[src/rtl/wfg_mem_pkg.sv]
// rtl/wfg_mem_pkg.sv - SRAM width defaults and in-flight read tag type for the stimulus memory arbiter
package wfg_mem_pkg;

  localparam int MEM_AW   = 10;
  localparam int MEM_DW   = 32;
  // Requester-ID field width; wide enough for up to 16 requesters.
  localparam int MEM_ID_W = 4;

  typedef struct packed {
    logic                vld;
    logic [MEM_ID_W-1:0] id;
  } mem_tag_t;

endpackage

[src/rtl/wfg_rr_arbiter.sv]
// rtl/wfg_rr_arbiter.sv - round-robin one-hot grant; pointer moves past the winner on advance
module wfg_rr_arbiter
  import wfg_mem_pkg::*;
#(
  parameter int NREQ = 2
) (
  input  logic                clk,
  input  logic                rst_n,
  input  logic [NREQ-1:0]     req_i,
  input  logic                advance_i,
  output logic [NREQ-1:0]     grant_o,
  output logic [MEM_ID_W-1:0] grant_id_o
);

  logic [MEM_ID_W-1:0] ptr_q, ptr_d;
  logic                any_req;

  assign any_req = |req_i;

  always_comb begin
    grant_id_o = '0;
    for (int i = NREQ - 1; i >= 0; i--) begin
      if (req_i[i]) grant_id_o = MEM_ID_W'(i);
    end
    // Requesters at or above the pointer outrank the wrapped-around ones.
    for (int i = NREQ - 1; i >= 0; i--) begin
      if (req_i[i] && (MEM_ID_W'(i) >= ptr_q)) grant_id_o = MEM_ID_W'(i);
    end
  end

  always_comb begin
    grant_o = '0;
    for (int i = 0; i < NREQ; i++) begin
      grant_o[i] = any_req && (grant_id_o == MEM_ID_W'(i));
    end
  end

  always_comb begin
    ptr_d = ptr_q;
    if (advance_i) begin
      ptr_d = (grant_id_o == MEM_ID_W'(NREQ - 1)) ? '0 : grant_id_o + MEM_ID_W'(1);
    end
  end

  always_ff @(posedge clk or negedge rst_n) begin
    if (!rst_n) ptr_q <= '0;
    else        ptr_q <= ptr_d;
  end

endmodule

[src/rtl/wfg_mem_arbiter.sv]
// rtl/wfg_mem_arbiter.sv - shares the stimulus SRAM read port between NREQ requesters, in-order tagged responses
module wfg_mem_arbiter
  import wfg_mem_pkg::*;
#(
  parameter int NREQ   = 2,
  parameter int AW     = MEM_AW,
  parameter int DW     = MEM_DW,
  parameter int RD_LAT = 1
) (
  input  logic                 wb_clk_i,
  input  logic                 wb_rst_ni,
  input  logic                 en_i,
  input  logic [NREQ-1:0]      req_valid_i,
  input  logic [NREQ*AW-1:0]   req_addr_i,
  output logic [NREQ-1:0]      req_ready_o,
  output logic [NREQ-1:0]      rsp_valid_o,
  output logic [DW-1:0]        rsp_data_o,
  output logic                 busy_o,
  output logic                 csb1,
  output logic [AW-1:0]        addr1,
  input  logic [DW-1:0]        dout1
);

  logic [NREQ-1:0]     grant;
  logic [MEM_ID_W-1:0] grant_id;
  logic                accept;

  logic                csb1_q, csb1_d;
  logic [AW-1:0]       addr1_q, addr1_d;
  mem_tag_t [RD_LAT:0] tag_q, tag_d;
  logic [NREQ-1:0]     rsp_valid_q, rsp_valid_d;
  logic [DW-1:0]       rsp_data_q, rsp_data_d;

  wfg_rr_arbiter #(
    .NREQ (NREQ)
  ) u_arb (
    .clk        (wb_clk_i),
    .rst_n      (wb_rst_ni),
    .req_i      (req_valid_i),
    .advance_i  (accept),
    .grant_o    (grant),
    .grant_id_o (grant_id)
  );

  assign accept      = en_i && (|grant);
  assign req_ready_o = (en_i && wb_rst_ni) ? grant : '0;

  always_comb begin
    csb1_d  = !accept;
    addr1_d = addr1_q;
    for (int i = 0; i < NREQ; i++) begin
      if (accept && grant[i]) addr1_d = req_addr_i[i*AW +: AW];
    end
  end

  // Stage 0 lines up with the SRAM cycle; stage RD_LAT lines up with valid dout1.
  always_comb begin
    tag_d[0].vld = accept;
    tag_d[0].id  = grant_id;
    for (int s = 1; s <= RD_LAT; s++) begin
      tag_d[s] = tag_q[s-1];
    end
  end

  always_comb begin
    rsp_valid_d = '0;
    rsp_data_d  = rsp_data_q;
    if (tag_q[RD_LAT].vld) begin
      rsp_data_d = dout1;
      for (int i = 0; i < NREQ; i++) begin
        if (tag_q[RD_LAT].id == MEM_ID_W'(i)) rsp_valid_d[i] = 1'b1;
      end
    end
  end

  always_comb begin
    busy_o = |rsp_valid_q;
    for (int s = 0; s <= RD_LAT; s++) begin
      busy_o = busy_o | tag_q[s].vld;
    end
  end

  always_ff @(posedge wb_clk_i or negedge wb_rst_ni) begin
    if (!wb_rst_ni) begin
      csb1_q      <= 1'b1;
      addr1_q     <= '0;
      tag_q       <= '0;
      rsp_valid_q <= '0;
      rsp_data_q  <= '0;
    end else begin
      csb1_q      <= csb1_d;
      addr1_q     <= addr1_d;
      tag_q       <= tag_d;
      rsp_valid_q <= rsp_valid_d;
      rsp_data_q  <= rsp_data_d;
    end
  end

  assign csb1        = csb1_q;
  assign addr1       = addr1_q;
  assign rsp_valid_o = rsp_valid_q;
  assign rsp_data_o  = rsp_data_q;

endmodule
[config.mk]
export PLATFORM = sky130hd
export DESIGN_NAME = wfg_mem_arbiter
export DESIGN_NICKNAME = d
export VERILOG_FILES = /design/src/rtl/wfg_mem_pkg.sv /design/src/rtl/wfg_rr_arbiter.sv /design/src/rtl/wfg_mem_arbiter.sv
export SDC_FILE = /design/constraint.sdc
export NUM_CORES = 1
export LEC_CHECK = 0
export BUFFER_PORTS_ARGS = -buffer_cell sky130_fd_sc_hd__clkbuf_2
export CORE_UTILIZATION = 45
export DETAILED_ROUTE_END_ITERATION = 16
export MAX_ROUTING_LAYER = met4
export PLACE_DENSITY = 0.83
export SLEW_MARGIN = 25
export SYNTH_ARGS = -nofsm -noshare
export SYNTH_HDL_FRONTEND = slang
export SYNTH_SLANG_ARGS = --single-unit
[constraint.sdc]
create_clock -name wb_clk_i -period 2.4 [get_ports wb_clk_i]
set_clock_uncertainty 0.2 [all_clocks]
set_input_delay 0.24 -clock wb_clk_i [delete_from_list [all_inputs] [get_ports wb_clk_i]]
set_output_delay 0.24 -clock wb_clk_i [all_outputs]
set_load 0.02 [all_outputs]
* Yosys cells after proc, flatten, opt, wreduce, memory -nomap -nowiden
Cells that the tools add are included.
Word-level totals: memory bits (writable) 0, latch bits 0, memories kept 0, bits of input ports 57, bits in registers 59, ROM bits 0
Cells by class: $add $sub $neg 1, magnitude comparators 2, reductions and logical operators 15, muxes and demuxes 11, div/mod/pow operators 0, bitwise logic cells 2, shift-type cells 0, multiply operators 0, equal/unequal tests 2
Operators with widths (number):
- 10-bit 2-to-1 mux | 2
- 4-bit 2-to-1 mux | 4
- 4-bit by 1-bit equality test with 1-bit output, second input constant | 2
- 1-bit by 4-bit >= comparator with 1-bit output, first input constant | 2
- 1-bit logical AND | 8
- 4-bit logical NOT | 2
- 2-bit OR reduction | 3
- 4-bit by 1-bit adder with 4-bit output, second input constant | 1
- 2-bit 2-to-1 mux | 2
- 1-bit 2-to-1 mux | 3
- 1-bit bitwise OR | 2
- 2-bit nonzero test | 1
- 1-bit logical NOT | 1

* Longest topological paths before layout
word-level depth 11, depth in mapped cells 4, mapped depth without buffers 4

* By module
A second synthesis with hierarchy kept.
Unflattened totals: cells, all modules 156, area total of the unflattened synthesis 2204.6 µm²
By module, submodules not included:
- wfg_mem_arbiter | cells an instance 145, times used 1, area an instance 2094.5 µm², sequential area each 1377.6 µm²
- wfg_rr_arbiter | cells an instance 11, times used 1, area an instance 110.1 µm², sequential area each 25.0 µm²

* Worst setup path after synthesis
Ideal clock, no wire load.
path type flip-flop to output port, start point register tag_q[9] in the netlist's numbering, end point output port busy_o, path buffers 1, cell stages (with the launch flop) 3, setup slack 842 ps, data arrival time 1118 ps, data required time 1960 ps, path through dfrtp_1 > buf_2 > or4_1
Between the ends: word-level cells in the longest chain between the ends 1
Ends and longest elaborated chain:
- from (decl) | line wfg_mem_arbiter.sv:30 | mem_tag_t [RD_LAT:0] tag_q, tag_d;
- from (signal assigned) | line wfg_mem_arbiter.sv:93 | tag_q <= tag_d;
- 1-bit bitwise OR | line wfg_mem_arbiter.sv:79 | busy_o = busy_o | tag_q[s].vld;
- to (decl) | line wfg_mem_arbiter.sv:18 | output logic busy_o,
No other way between the ends.

* Final worst setup path
start point register u_arb.ptr_q[0], end point register addr1_q[3] (netlist: addr1[3])
Between the ends: word-level cells in the longest chain between the ends 10, elaborated cells on any way between the ends 16
Ends and longest elaborated chain:
- from (decl) | line wfg_rr_arbiter.sv:15 | logic [MEM_ID_W-1:0] ptr_q, ptr_d;
- from (signal assigned) | line wfg_rr_arbiter.sv:47 | else ptr_q <= ptr_d;
- 1-bit by 4-bit >= comparator with 1-bit output | line wfg_rr_arbiter.sv:27 | if (req_i[i] && (MEM_ID_W'(i) >= ptr_q)) grant_id_o = MEM_ID_W'(i);
- 1-bit logical AND | line wfg_rr_arbiter.sv:27
- 4-bit 2-to-1 mux | line wfg_rr_arbiter.sv:27
- 4-bit 2-to-1 mux (*) | line wfg_rr_arbiter.sv:27
- 4-bit by 1-bit equality test with 1-bit output or 4-bit logical NOT (tied branches) | line wfg_rr_arbiter.sv:34 | grant_o[i] = any_req && (grant_id_o == MEM_ID_W'(i));
- 1-bit logical AND | line wfg_rr_arbiter.sv:34
- 2-bit OR reduction | line wfg_mem_arbiter.sv:45 | assign accept = en_i && (|grant);
- 1-bit logical AND | line wfg_mem_arbiter.sv:45
- 1-bit logical AND | line wfg_mem_arbiter.sv:52 | if (accept && grant[i]) addr1_d = req_addr_i[i*AW +: AW];
- 10-bit 2-to-1 mux or 2-bit nonzero test (tied branches)
- to (signal assigned) | line wfg_mem_arbiter.sv:92 | addr1_q <= addr1_d;
- to (decl) | line wfg_mem_arbiter.sv:29 | logic [AW-1:0] addr1_q, addr1_d;
Mark *: on every way between the ends. The rest lies on a longest branch, timed or not. A chain may end at the register's enable or synchronous reset.

==> key figures <==
Status
  – Status: completed

Final layout
  – Post-Layout Cell Count: 329
  – # diodes: 0
  – Fraction of layout cells with a size suffix above 1: 52.0%
  – Commonest non-fill, non-tap cell in the layout: clkbuf_2
  – Final Util: 74.8%
  – Final net count: 335
  – Post-synthesis to final-layout area growth: 55.8%
  – Most frequent cells in the layout: clkbuf_2, dfrtp_1, dlygate4sd3_1, mux2_2, and2_1
  – Design area: 0.00306 mm²

Placed design
  – RD Place Congestion: 0.774
  – DPL Wire Length: 2850 µm
  – Port Buf Inserts: 104
  – Post-DP Area: 0.00252 mm²
  – Dpl cells: 278
  – Dpl ws: 795 ps

Power and ir drop
  – Cell Pwr Density: 693 mW/mm²
  – Clk pwr share: 27.0%
  – Overall power: 2.12 mW
  – Net load switching power: 0.607 mW
  – Worst vdd ir: 0.000365 V
  – Sw Share: 28.7%
  – Int Pwr: 1.51 mW
  – Sequential share of power: 47.6%
  – Combinational power share: 25.4%
  – Pleak: 1.53 nW

GRT
  – GR peak layer: met2
  – Routing usage on met3: 5.67%
  – Antenna violations before repair: 0
  – First-pass GRT wire length: 7070 µm
  – Global Route Usage Sum: 21.4%
  – Met2 Usage GRT: 35.9%
  – Total grt overflow: 0
  – Met1 Use GR: 24.6%
  – Pin count of the biggest net entering global routing: 51
  – Vias in the first global route: 1641

CTS
  – CTS Buffer Depth: 2
  – Clk Latency, worst-skew pair: 300 ps
  – Clock H-tree levels: 2
  – Number of CTS-inserted buffers: 5
  – CTS root buf: clkbuf_8
  – CTS clk-pin slew, worst paths: 90 ps
  – CTS tree: done
  – Setup Buffers After CTS: 0
  – CTS sink cnt: 50

Routing
  – Routed len/inst: 14.2 µm
  – Routed wire length: 4660 µm
  – Initial DRC count: 71
  – # DRC: 0
  – DR pass1 iterations: 4
  – Vias: 1604
  – Vias per cell: 4.88
  – DRT antenna net count: 0

Timing
  – Final max-slew violation count: 0
  – Normalized max-slew margin: 60.1%
  – Min Tclk post-route: 2040 ps
  – Crit path setup slack, layout: 364 ps
  – Final setup viols: 0
  – RSZ-0062 raised after global routing: no
  – Worst slew pin tran: 599 ps
  – Fmax: 491 MHz
  – Hold_ws: 32.2 ps
  – Setup TNS: 0 ps
  – Tcrit/Tclk final: 84.8%
  – Final hold vios: 0

Worst setup path
  – Worst Setup Start Kind: flop
  – Critical Path Sink Type: flop
  – WS Path Type: flop to flop
  – Crit path DAT: 2020 ps
  – Slowest cell on the critical path: dlygate4sd3_1
  – Critical-path cell list: and2b_1 -> nor2_2 -> a221o_1 -> dlygate4sd3_1
  – Maximum fanout along the worst path: 7
  – WP data required: 2380 ps
  – Critical Path Max Stage Delay: 560 ps

Floorplan
  – Die extent in y: 68.0 µm
  – Core area: 0.00409 mm²
  – Initial core utilization: 48.0%
  – Die width: 68.0 µm
  – Die area: 0.00463 mm²
  – Cell Rows: 23
  – I/O Pins: 105

Synthesis
  – Synthesized flop and latch total: 50
  – Avg Cell Area, Syn: 15.3 µm²
  – Sequential fraction of the synthesis area: 63.8%
  – Unique masters post-synth: 21
  – Synthesized Nets: 185
  – Synthesized netlist cell count: 128
  – Mapped cell area: 0.00196 mm²
  – YS warnings: 0

Worst hold path
  – Worst min path class: input pin to flop

Flow run
  – Max-cap violations: 0
-- worst paths after layout --
check | startpoint | end | slack (ps) | cells past startpoint
setup / recovery | u_arb.ptr_q[0] | addr1[3] | 360 | 4
hold / removal | req_valid_i[1] | tag_d[5] | 30 | 2
setup reg to reg | u_arb.ptr_q[0] | addr1[3] | 360 | 4
hold reg to reg | tag_d[5] | tag_q[5] | 150 | 0
max in group asynchronous | wb_rst_ni | rsp_data_o[12] | 1150 | 3
min in group asynchronous | wb_rst_ni | rsp_data_o[24] | 440 | 3
-- cell usage after synthesis --
cell type  number  area share (%)
dfstp_2         1             1.3
inv_2           1            0.19
nor2b_1         1            0.32
o21bai_1        5             1.9
o2bb2ai_1       5             2.2
nand2_1         2            0.38
mux2_2         25              14
or4_1           1            0.38
buf_2           4             1.0
mux2_1          7             4.0
and2b_1         1            0.38
buf_6           2             1.1
a21o_1          1            0.38
a22o_1          5             2.2
o21ai_2         1            0.45
nor2_4          1            0.57
dfrtp_1        49              63
a221o_1         5             2.6
and2_1          9             2.9
nor2_2          1            0.32
nor2b_2         1            0.45
-- critical path: cells and delay by family, from the launching register on --
kind | cells | cell delay [ps]
AO/OA/AOI/OAI | 1 | 300
flip-flops | 1 | 400
buffers and inverters | 1 | 560
AND/OR/NAND/NOR | 2 | 460
-- sequential cells by signal, summed over array words and instances (netlist names) --
| register | cells |
|---|---|
| csb1 | 1 |
| tag_q | 2 |
| addr1 | 10 |
| rsp_valid_o | 2 |
| rsp_data_o | 32 |
| u_arb.ptr_q | 1 |
| tag_d | 2 |
-- repair_timing --
action | CTS | global route
hold buffers | 43 | 0
setup endpoints to repair | 0 | 0
endpoints found under the hold margin | 86 | 0
gates resized for setup | 0 | 0
-- layer usage --
layer	share of wire [%]	routed length [µm]
met1	42	1970
met2	49	2280
met3	7.2	336
met4	1.7	78
met5	0	0
-- power by group through the flow --
stage | combinational (mW) | clock, mW | sequential, mW
5_1_grt | 0.578 | 0.618 | 1.02
2_1_floorplan | 0.154 | 0 | 1.14
3_3_place_gp | 0.460 | 0 | 1.02
6_report | 0.538 | 0.573 | 1.01
4_1_cts | 0.536 | 0.587 | 1.01
3_5_place_dp | 0.470 | 0 | 1.02
-- cell type report --
cell class	count	area, µm²
repair buffers	149	966
fillers	272	1030
clock buffers	5	68.8
multi-input cells	71	663
well taps	50	62.6
flip-flops and latches	50	1250
clock inverters	3	40.0
inverters	1	3.75
-- cells by family after synthesis --
| family | share of synthesized area [%] |
|---|---|
| compound gates | 9.76 |
| buf+inv | 2.36 |
| flops | 63.8 |
| mux | 18.4 |
| simple gates | 5.68 |
Note: power is estimated with default switching activity, not from simulation.
